==> config.mk <==
export PLATFORM = sky130hd
export DESIGN_NAME = mb_alu_seq
export DESIGN_NICKNAME = d
export VERILOG_FILES = /design/src/rtl/mb_alu_seq_pkg.sv /design/src/rtl/mb_addr_gen.sv /design/src/rtl/mb_alu_seq.sv
export SDC_FILE = /design/constraint.sdc
export NUM_CORES = 1
export LEC_CHECK = 0
export ABC_CLOCK_PERIOD_IN_PS = 3600
export BUFFER_PORTS_ARGS = -buffer_cell sky130_fd_sc_hd__buf_4
export CORE_ASPECT_RATIO = 1.25
export CORE_MARGIN = 4
export CORE_UTILIZATION = 35
export CTS_BUF_LIST = sky130_fd_sc_hd__clkbuf_16
export DETAILED_ROUTE_END_ITERATION = 10
export PLACE_DENSITY = 0.63
export SLEW_MARGIN = 20
export SYNTH_ARGS = -nofsm -noshare
export SYNTH_HDL_FRONTEND = slang
export SYNTH_HIERARCHICAL = 1
export SYNTH_SLANG_ARGS = --single-unit
==> constraint.sdc <==
create_clock -name Clk -period 3.6 [get_ports Clk]
set_clock_uncertainty 0.15 [all_clocks]
set_input_delay 0.36 -clock Clk [delete_from_list [all_inputs] [get_ports Clk]]
set_output_delay 0.36 -clock Clk [all_outputs]
set_load 0.05 [all_outputs]
==> src/rtl/mb_alu_seq_pkg.sv <==
// Shared definitions for the multi-byte ALU sequencer.
//   op_mne      : ALU operation mnemonics (4-bit codes driven onto ALU OP)
//   seq_state_t : sequencer FSM states
//   helpers     : op legality, shift/direction classification, ALU op mapping
package mb_alu_seq_pkg;

  typedef enum logic [3:0] {
    ADD = 4'h0,
    SUB = 4'h1,
    AND = 4'h2,
    OR  = 4'h3,
    XOR = 4'h4,
    NOT = 4'h5,
    SL  = 4'h6,
    SR  = 4'h7
  } op_mne;

  typedef enum logic [2:0] {
    IDLE = 3'd0,
    RDA  = 3'd1,
    RDB  = 3'd2,
    EXE  = 3'd3,
    WR   = 3'd4,
    FIN  = 3'd5
  } seq_state_t;

  // Only the arithmetic/shift ops make sense chained across bytes.
  function automatic logic op_is_legal(input logic [3:0] o);
    return (o == ADD) || (o == SUB) || (o == SL) || (o == SR);
  endfunction

  // Shifts take a single operand, so the B read is skipped.
  function automatic logic op_is_shift(input logic [3:0] o);
    return (o == SL) || (o == SR);
  endfunction

  // SUB is performed on the ALU as A + ~B + carry.
  function automatic logic [3:0] alu_op_for(input logic [3:0] o);
    return (o == SUB) ? 4'(ADD) : o;
  endfunction

endpackage

==> src/rtl/mb_addr_gen.sv <==
// Byte index counter and operand/destination address generator.
// Ports:
//   Clk, Reset          : clock, synchronous active-high reset
//   load                : latch len/direction/bases and clear the index
//   step                : advance to the next byte
//   len                 : operand length in bytes (sampled on load)
//   msb_first           : walk bytes from base+len-1 down to base (SR)
//   base_a/base_b/base_d: LSB addresses (sampled on load)
//   last                : current byte is the final one
//   addr_a/addr_b/addr_d: addresses of the current byte, modulo 2^AW
module mb_addr_gen #(
  parameter int AW = 8,
  parameter int LW = 4
) (
  input  logic          Clk,
  input  logic          Reset,
  input  logic          load,
  input  logic          step,
  input  logic [LW-1:0] len,
  input  logic          msb_first,
  input  logic [AW-1:0] base_a,
  input  logic [AW-1:0] base_b,
  input  logic [AW-1:0] base_d,
  output logic          last,
  output logic [AW-1:0] addr_a,
  output logic [AW-1:0] addr_b,
  output logic [AW-1:0] addr_d
);

  logic [LW-1:0] idx_reg;
  logic [LW-1:0] len_reg;
  logic          msb_first_reg;
  logic [LW-1:0] offset_l;
  logic [AW-1:0] offset;
  logic [AW-1:0] base_in  [3];
  logic [AW-1:0] addr_arr [3];

  always_ff @(posedge Clk) begin
    if (Reset) begin
      idx_reg       <= '0;
      len_reg       <= '0;
      msb_first_reg <= 1'b0;
    end else if (load) begin
      idx_reg       <= '0;
      len_reg       <= len;
      msb_first_reg <= msb_first;
    end else if (step) begin
      idx_reg <= idx_reg + LW'(1);
    end
  end

  // Offset from base: idx for LSB-first ops, len-1-idx for MSB-first.
  assign offset_l = msb_first_reg ? (len_reg - LW'(1) - idx_reg) : idx_reg;
  assign offset   = AW'(offset_l);
  assign last     = (idx_reg == (len_reg - LW'(1)));

  assign base_in[0] = base_a;
  assign base_in[1] = base_b;
  assign base_in[2] = base_d;

  // One latched base per stream; the adder wraps naturally at 2^AW.
  for (genvar gi = 0; gi < 3; gi++) begin : g_base
    logic [AW-1:0] base_reg;

    always_ff @(posedge Clk) begin
      if (Reset) begin
        base_reg <= '0;
      end else if (load) begin
        base_reg <= base_in[gi];
      end
    end

    assign addr_arr[gi] = base_reg + offset;
  end

  assign addr_a = addr_arr[0];
  assign addr_b = addr_arr[1];
  assign addr_d = addr_arr[2];

endmodule

==> src/rtl/mb_alu_seq.sv <==
// Multi-byte arithmetic sequencer for the 8-bit accumulator ALU.
// Reads N-byte operands one byte at a time from synchronous data memory,
// runs each byte through the ALU with the carry/shift bit chained from
// byte to byte, and writes each result byte back to memory.
// Ports:
//   Clk, Reset                : clock, synchronous active-high reset
//   start, op, len, cin       : request from the control unit
//   base_a, base_b, base_d    : LSB addresses of A, B and destination
//   busy, done, err           : handshake / status back to the control unit
//   carry_out, zero           : final flags, held until the next start
//   mem_addr, mem_rd_data,
//   mem_wr_en, mem_wr_data    : data memory port (read data one cycle late)
//   alu_op, alu_acc, alu_in,
//   alu_sc_in, alu_reg_exe,
//   alu_out, alu_sc_out       : ALU port
// Memory and ALU outputs are driven to idle values unless busy.
module mb_alu_seq
  import mb_alu_seq_pkg::*;
#(
  parameter int AW = 8,
  parameter int LW = 4
) (
  input  logic          Clk,
  input  logic          Reset,
  input  logic          start,
  input  logic [3:0]    op,
  input  logic [LW-1:0] len,
  input  logic          cin,
  input  logic [AW-1:0] base_a,
  input  logic [AW-1:0] base_b,
  input  logic [AW-1:0] base_d,
  output logic          busy,
  output logic          done,
  output logic          err,
  output logic          carry_out,
  output logic          zero,
  output logic [AW-1:0] mem_addr,
  input  logic [7:0]    mem_rd_data,
  output logic          mem_wr_en,
  output logic [7:0]    mem_wr_data,
  output logic [3:0]    alu_op,
  output logic [7:0]    alu_acc,
  output logic [7:0]    alu_in,
  output logic          alu_sc_in,
  output logic          alu_reg_exe,
  input  logic [7:0]    alu_out,
  input  logic          alu_sc_out
);

  seq_state_t    state_reg;
  seq_state_t    state_next;
  logic [3:0]    op_reg;
  logic          c_reg;
  logic [7:0]    acc_reg;
  logic [7:0]    r_reg;
  logic          err_reg;
  logic          carry_out_reg;
  logic          zero_reg;

  logic          op_legal;
  logic          len_zero;
  logic          start_ok;
  logic          load;
  logic          step;
  logic          last;
  logic [AW-1:0] addr_a;
  logic [AW-1:0] addr_b;
  logic [AW-1:0] addr_d;

  assign op_legal = op_is_legal(op);
  assign len_zero = (len == '0);
  assign start_ok = op_legal && !len_zero;
  assign load     = (state_reg == IDLE) && start && start_ok;
  assign step     = (state_reg == WR) && !last;

  mb_addr_gen #(
    .AW(AW),
    .LW(LW)
  ) u_addr_gen (
    .Clk       (Clk),
    .Reset     (Reset),
    .load      (load),
    .step      (step),
    .len       (len),
    .msb_first (op == SR),
    .base_a    (base_a),
    .base_b    (base_b),
    .base_d    (base_d),
    .last      (last),
    .addr_a    (addr_a),
    .addr_b    (addr_b),
    .addr_d    (addr_d)
  );

  // Next state and Moore outputs.
  always_comb begin
    state_next  = state_reg;
    busy        = 1'b0;
    done        = 1'b0;
    err         = 1'b0;
    mem_addr    = '0;
    mem_wr_en   = 1'b0;
    mem_wr_data = '0;
    alu_op      = ADD;
    alu_acc     = '0;
    alu_in      = '0;
    alu_sc_in   = 1'b0;

    case (state_reg)
      IDLE: begin
        if (start) begin
          state_next = start_ok ? RDA : FIN;
        end
      end
      RDA: begin
        busy       = 1'b1;
        mem_addr   = addr_a;
        state_next = op_is_shift(op_reg) ? EXE : RDB;
      end
      RDB: begin
        busy       = 1'b1;
        mem_addr   = addr_b;
        state_next = EXE;
      end
      EXE: begin
        busy      = 1'b1;
        // mem_rd_data holds B for ADD/SUB and A for shifts this cycle.
        alu_op    = alu_op_for(op_reg);
        alu_acc   = acc_reg;
        alu_in    = (op_reg == SUB) ? ~mem_rd_data : mem_rd_data;
        alu_sc_in = c_reg;
        state_next = WR;
      end
      WR: begin
        busy        = 1'b1;
        mem_addr    = addr_d;
        // A reset arriving in this cycle must not commit the write.
        mem_wr_en   = ~Reset;
        mem_wr_data = r_reg;
        state_next  = last ? FIN : RDA;
      end
      FIN: begin
        done       = 1'b1;
        err        = err_reg;
        state_next = IDLE;
      end
      default: begin
        state_next = IDLE;
      end
    endcase
  end

  assign alu_reg_exe = 1'b1;
  assign carry_out   = carry_out_reg;
  assign zero        = zero_reg;

  always_ff @(posedge Clk) begin
    if (Reset) begin
      state_reg     <= IDLE;
      op_reg        <= ADD;
      c_reg         <= 1'b0;
      acc_reg       <= '0;
      r_reg         <= '0;
      err_reg       <= 1'b0;
      carry_out_reg <= 1'b0;
      zero_reg      <= 1'b1;
    end else begin
      state_reg <= state_next;
      case (state_reg)
        IDLE: begin
          if (start) begin
            op_reg  <= op;
            err_reg <= ~op_legal;
            // An illegal op leaves the previous flags untouched.
            if (op_legal) begin
              zero_reg <= 1'b1;
              c_reg    <= (op == SUB) ? 1'b1 : cin;
              if (len_zero) begin
                carry_out_reg <= 1'b0;
              end
            end
          end
        end
        RDB: begin
          acc_reg <= mem_rd_data;
        end
        EXE: begin
          r_reg    <= alu_out;
          c_reg    <= alu_sc_out;
          zero_reg <= zero_reg & (alu_out == 8'h00);
        end
        WR: begin
          // Publish the final carry so it is valid alongside done.
          if (last) begin
            carry_out_reg <= c_reg;
          end
        end
        default: begin
        end
      endcase
    end
  end

endmodule
==> flow_metrics.tcl <==
set metrics [dict create \
    status "finished with violations" \
    violations "setup timing" \
    routabilityCongestion 0.864 \
    yosysMostFrequentCell "nor2_1" \
    ctsHoldBuffers 0 \
    final_util 0.488 \
    crit_family "compound AO/OA/AOI/OAI gates" \
    dp_hpwl_um 7140 \
    fill_cells 1006 \
    grt_overflow 0 \
    slew_headroom 0.504 \
    synth_area_leaders "dfxtp_1, mux2i_1, ha_1" \
    antenna_cells 0 \
    die_w_um 98.6 \
    cts_buffer_depth 2 \
    power.total_uw 2100 \
    finalCritPeriodShare 1.05 \
    critical_path_class "flop to output pin" \
    grt_max_degree 62 \
    p_per_area_mw_per_mm2 429 \
    grt_pass1_vias 3331 \
    hold_path.class "input port to flop" \
    portBuffers 95 \
    maxSlewViolCount 0 \
    vias_per_cell 4.99 \
    required_ps 3090 \
    cts_max_level 3 \
    fin_crit_ps 3780 \
    synth-edff-count 0 \
    grt_usage 0.165 \
    cts_tree "done" \
    netlist.area_leader.share 0.335 \
    grt_pass1_wl_um 16000 \
    tightestPinTransition_ps 742 \
    ys.flop_type "dfxtp_1" \
    fin_setup_tns_ps -543 \
    fp.coreArea_mm2 0.0101 \
    crit_path_top_delay_cell "dfxtp_2" \
    fmax_mhz 265 \
    synth_common_cells "nor2_1, dfxtp_1, mux2i_1, nand2_1, xnor2_1" \
    largest_reg_flops 24 \
    hold_viol 0 \
    post-synth-top-area-cell "dfxtp_1" \
    multiInputGateArea_mm2 0.00235 \
    first_pass_iters 4 \
    rsz0062_at_grt "yes" \
    synth.yosys.seq_area_share 0.335 \
    worst_slack_ps -179 \
    arrival_ps 3270 \
    start_util 0.357 \
    ys_warn_count 6 \
    post_drt_wl_per_cell_um 14.9 \
    drc_errors 0 \
    synth_cells 422 \
    cap_violations 0 \
    end_kind "output pin" \
    antenna_found_initial 0 \
    synthArstFlopShare 0 \
    insertion_delay_ps 320 \
    syn_avg_cell_area_um2 8.50 \
    die_y_um 121 \
    rows 41 \
    crit_path_max_incr_delay_ps 330 \
    via_count 3244 \
    clock-sinks 60 \
    dieArea_mm2 0.0119 \
    synth_area_mm2 0.00359 \
    root_buffer "clkbuf_16" \
    final_nets 595 \
    clkTransAtPathRegs_ps 50 \
    seqCellArea_mm2 0.00120 \
    syn-num-nets 499 \
    syn_to_final_growth_pct 36.6 \
    drt-initial-drc-count 123 \
    synth-seq-cells 60 \
    layout-drive-gt1-share 0.301 \
    numCtsBuffers 9 \
    io_pins 97 \
    cp_num_buf_inv 3 \
    ant_nets 0 \
    setup_viol 5 \
    startpoint_type "flop" \
    crit_fanout 4 \
    worstPathCellList "inv_2, ha_4, xor2_1, ha_1, a21oi_1, o21ai_1, xnor2_1, a21oi_2, ha_1, o21ai_1, nor2_1, buf_4, o21ai_2, xnor2_1, a22oi_1, o21ai_2, buf_6" \
    synth_cell_types 44 \
    leakage_uw 0.00209 \
    ir_drop_mv 0.239 \
    finalWirelength_um 9650 \
]
==> stage by stage <==
| stage | hold WS [ps] | setup slack (ps) | area, µm² | instances |
|---|---|---|---|---|
| after global routing | 119 | -343 | 4900 | 650 |
| after global placement | 290 | -18.1 | 4460 | 632 |
| after detailed placement | 292 | -69.2 | 4460 | 632 |
| after CTS | 110 | -174 | 4850 | 649 |
| final | 118 | -179 | 4900 | 650 |
| after floorplan | 282 | -296 | 3600 | 422 |
==> worst register-to-register path: cells and delay by family, from the launching register on <==
kind | cells | cell delay (ps)
muxes | 1 | 270
and+or+nand+nor | 4 | 1010
buffers and inverters | 1 | 460
DFF | 1 | 480
==> final cells by class <==
class                           count  share of cell area
Sequential cell                    60               0.246
Clock inverter                      5             0.00919
Multi-Input combinational cell    321               0.480
Clock buffer                        9              0.0459
Inverter                           14              0.0107
Timing Repair Buffer              112               0.175
Tap cell                          129              0.0329
==> power by group <==
| part | switching (µW) | leakage (µW) | internal [µW] |
|---|---|---|---|
| registers | 60.7 | 0.000488 | 714 |
| logic | 293 | 0.00147 | 219 |
| clock network | 297 | 0.000131 | 518 |
| total | 651 | 0.00209 | 1450 |
==> cell families (layout without fill, tap and decap cells) <==
group           Yosys count  count (layout)  synth area share
buf+inv                  41             140            0.0506
flops                    60              60             0.335
other cells               1               1           0.00105
fa+ha+maj                24              24            0.0921
compound gates           64              64             0.109
mux                      42              42             0.117
simple gates            156             156             0.212
xor+xnor                 34              34            0.0830
==> worst paths after layout <==
| kind | from | endpoint | slack (ps) | cells after the start |
|---|---|---|---|---|
| max | u_addr_gen/len_reg[1] | mem_addr[5] | -180 | 17 |
| min | base_b[5] | u_addr_gen/g_base[1].base_reg[5] | 120 | 3 |
| max reg2reg | state_reg[2] | u_addr_gen/g_base[2].base_reg[1] | 1080 | 6 |
| min reg2reg | r_reg[1] | r_reg[1] | 300 | 2 |
==> cells in the final DEF (no fill, tap or decap), types with 2 or more instances in the layout <==
cell type and n:
a21o_1 2, a21oi_1 16, a21oi_2 6, a22oi_1 8, and2_1 14, and3_1 9, buf_4 107, buf_6 5
clkbuf_16 9, clkinv_1 4, dfxtp_1 58, dfxtp_2 2, fa_1 3, ha_1 17, ha_4 3, inv_1 12
inv_2 2, mux2i_1 42, nand2_1 36, nand3_1 2, nand3b_1 2, nor2_1 64, nor2b_1 2, nor3_1 10
nor3b_1 2, o2111ai_2 2, o21ai_0 4, o21ai_1 8, o21ai_2 6, or4_1 2, xnor2_1 24, xor2_1 10
==> layer usage <==
| metal | GRT usage | vias to the layer above | part of all wire |
|---|---|---|---|
| li1 | - | 1628 | - |
| met1 | 0.190 | 1500 | 0.41 |
| met2 | 0.284 | 100 | 0.49 |
| met3 | 0.0587 | 16 | 0.071 |
| met4 | 0.0504 | 0 | 0.019 |
| met5 | 0 | - | 0 |
==> timing repair <==
item | 4_1_cts | 5_1_grt
pin swaps | 17 | 20
resized for setup | 29 | 12
buffers inserted | 3 | 2
setup endpoints to repair | 5 | 5
Note: power is estimated with default switching activity, not from simulation.
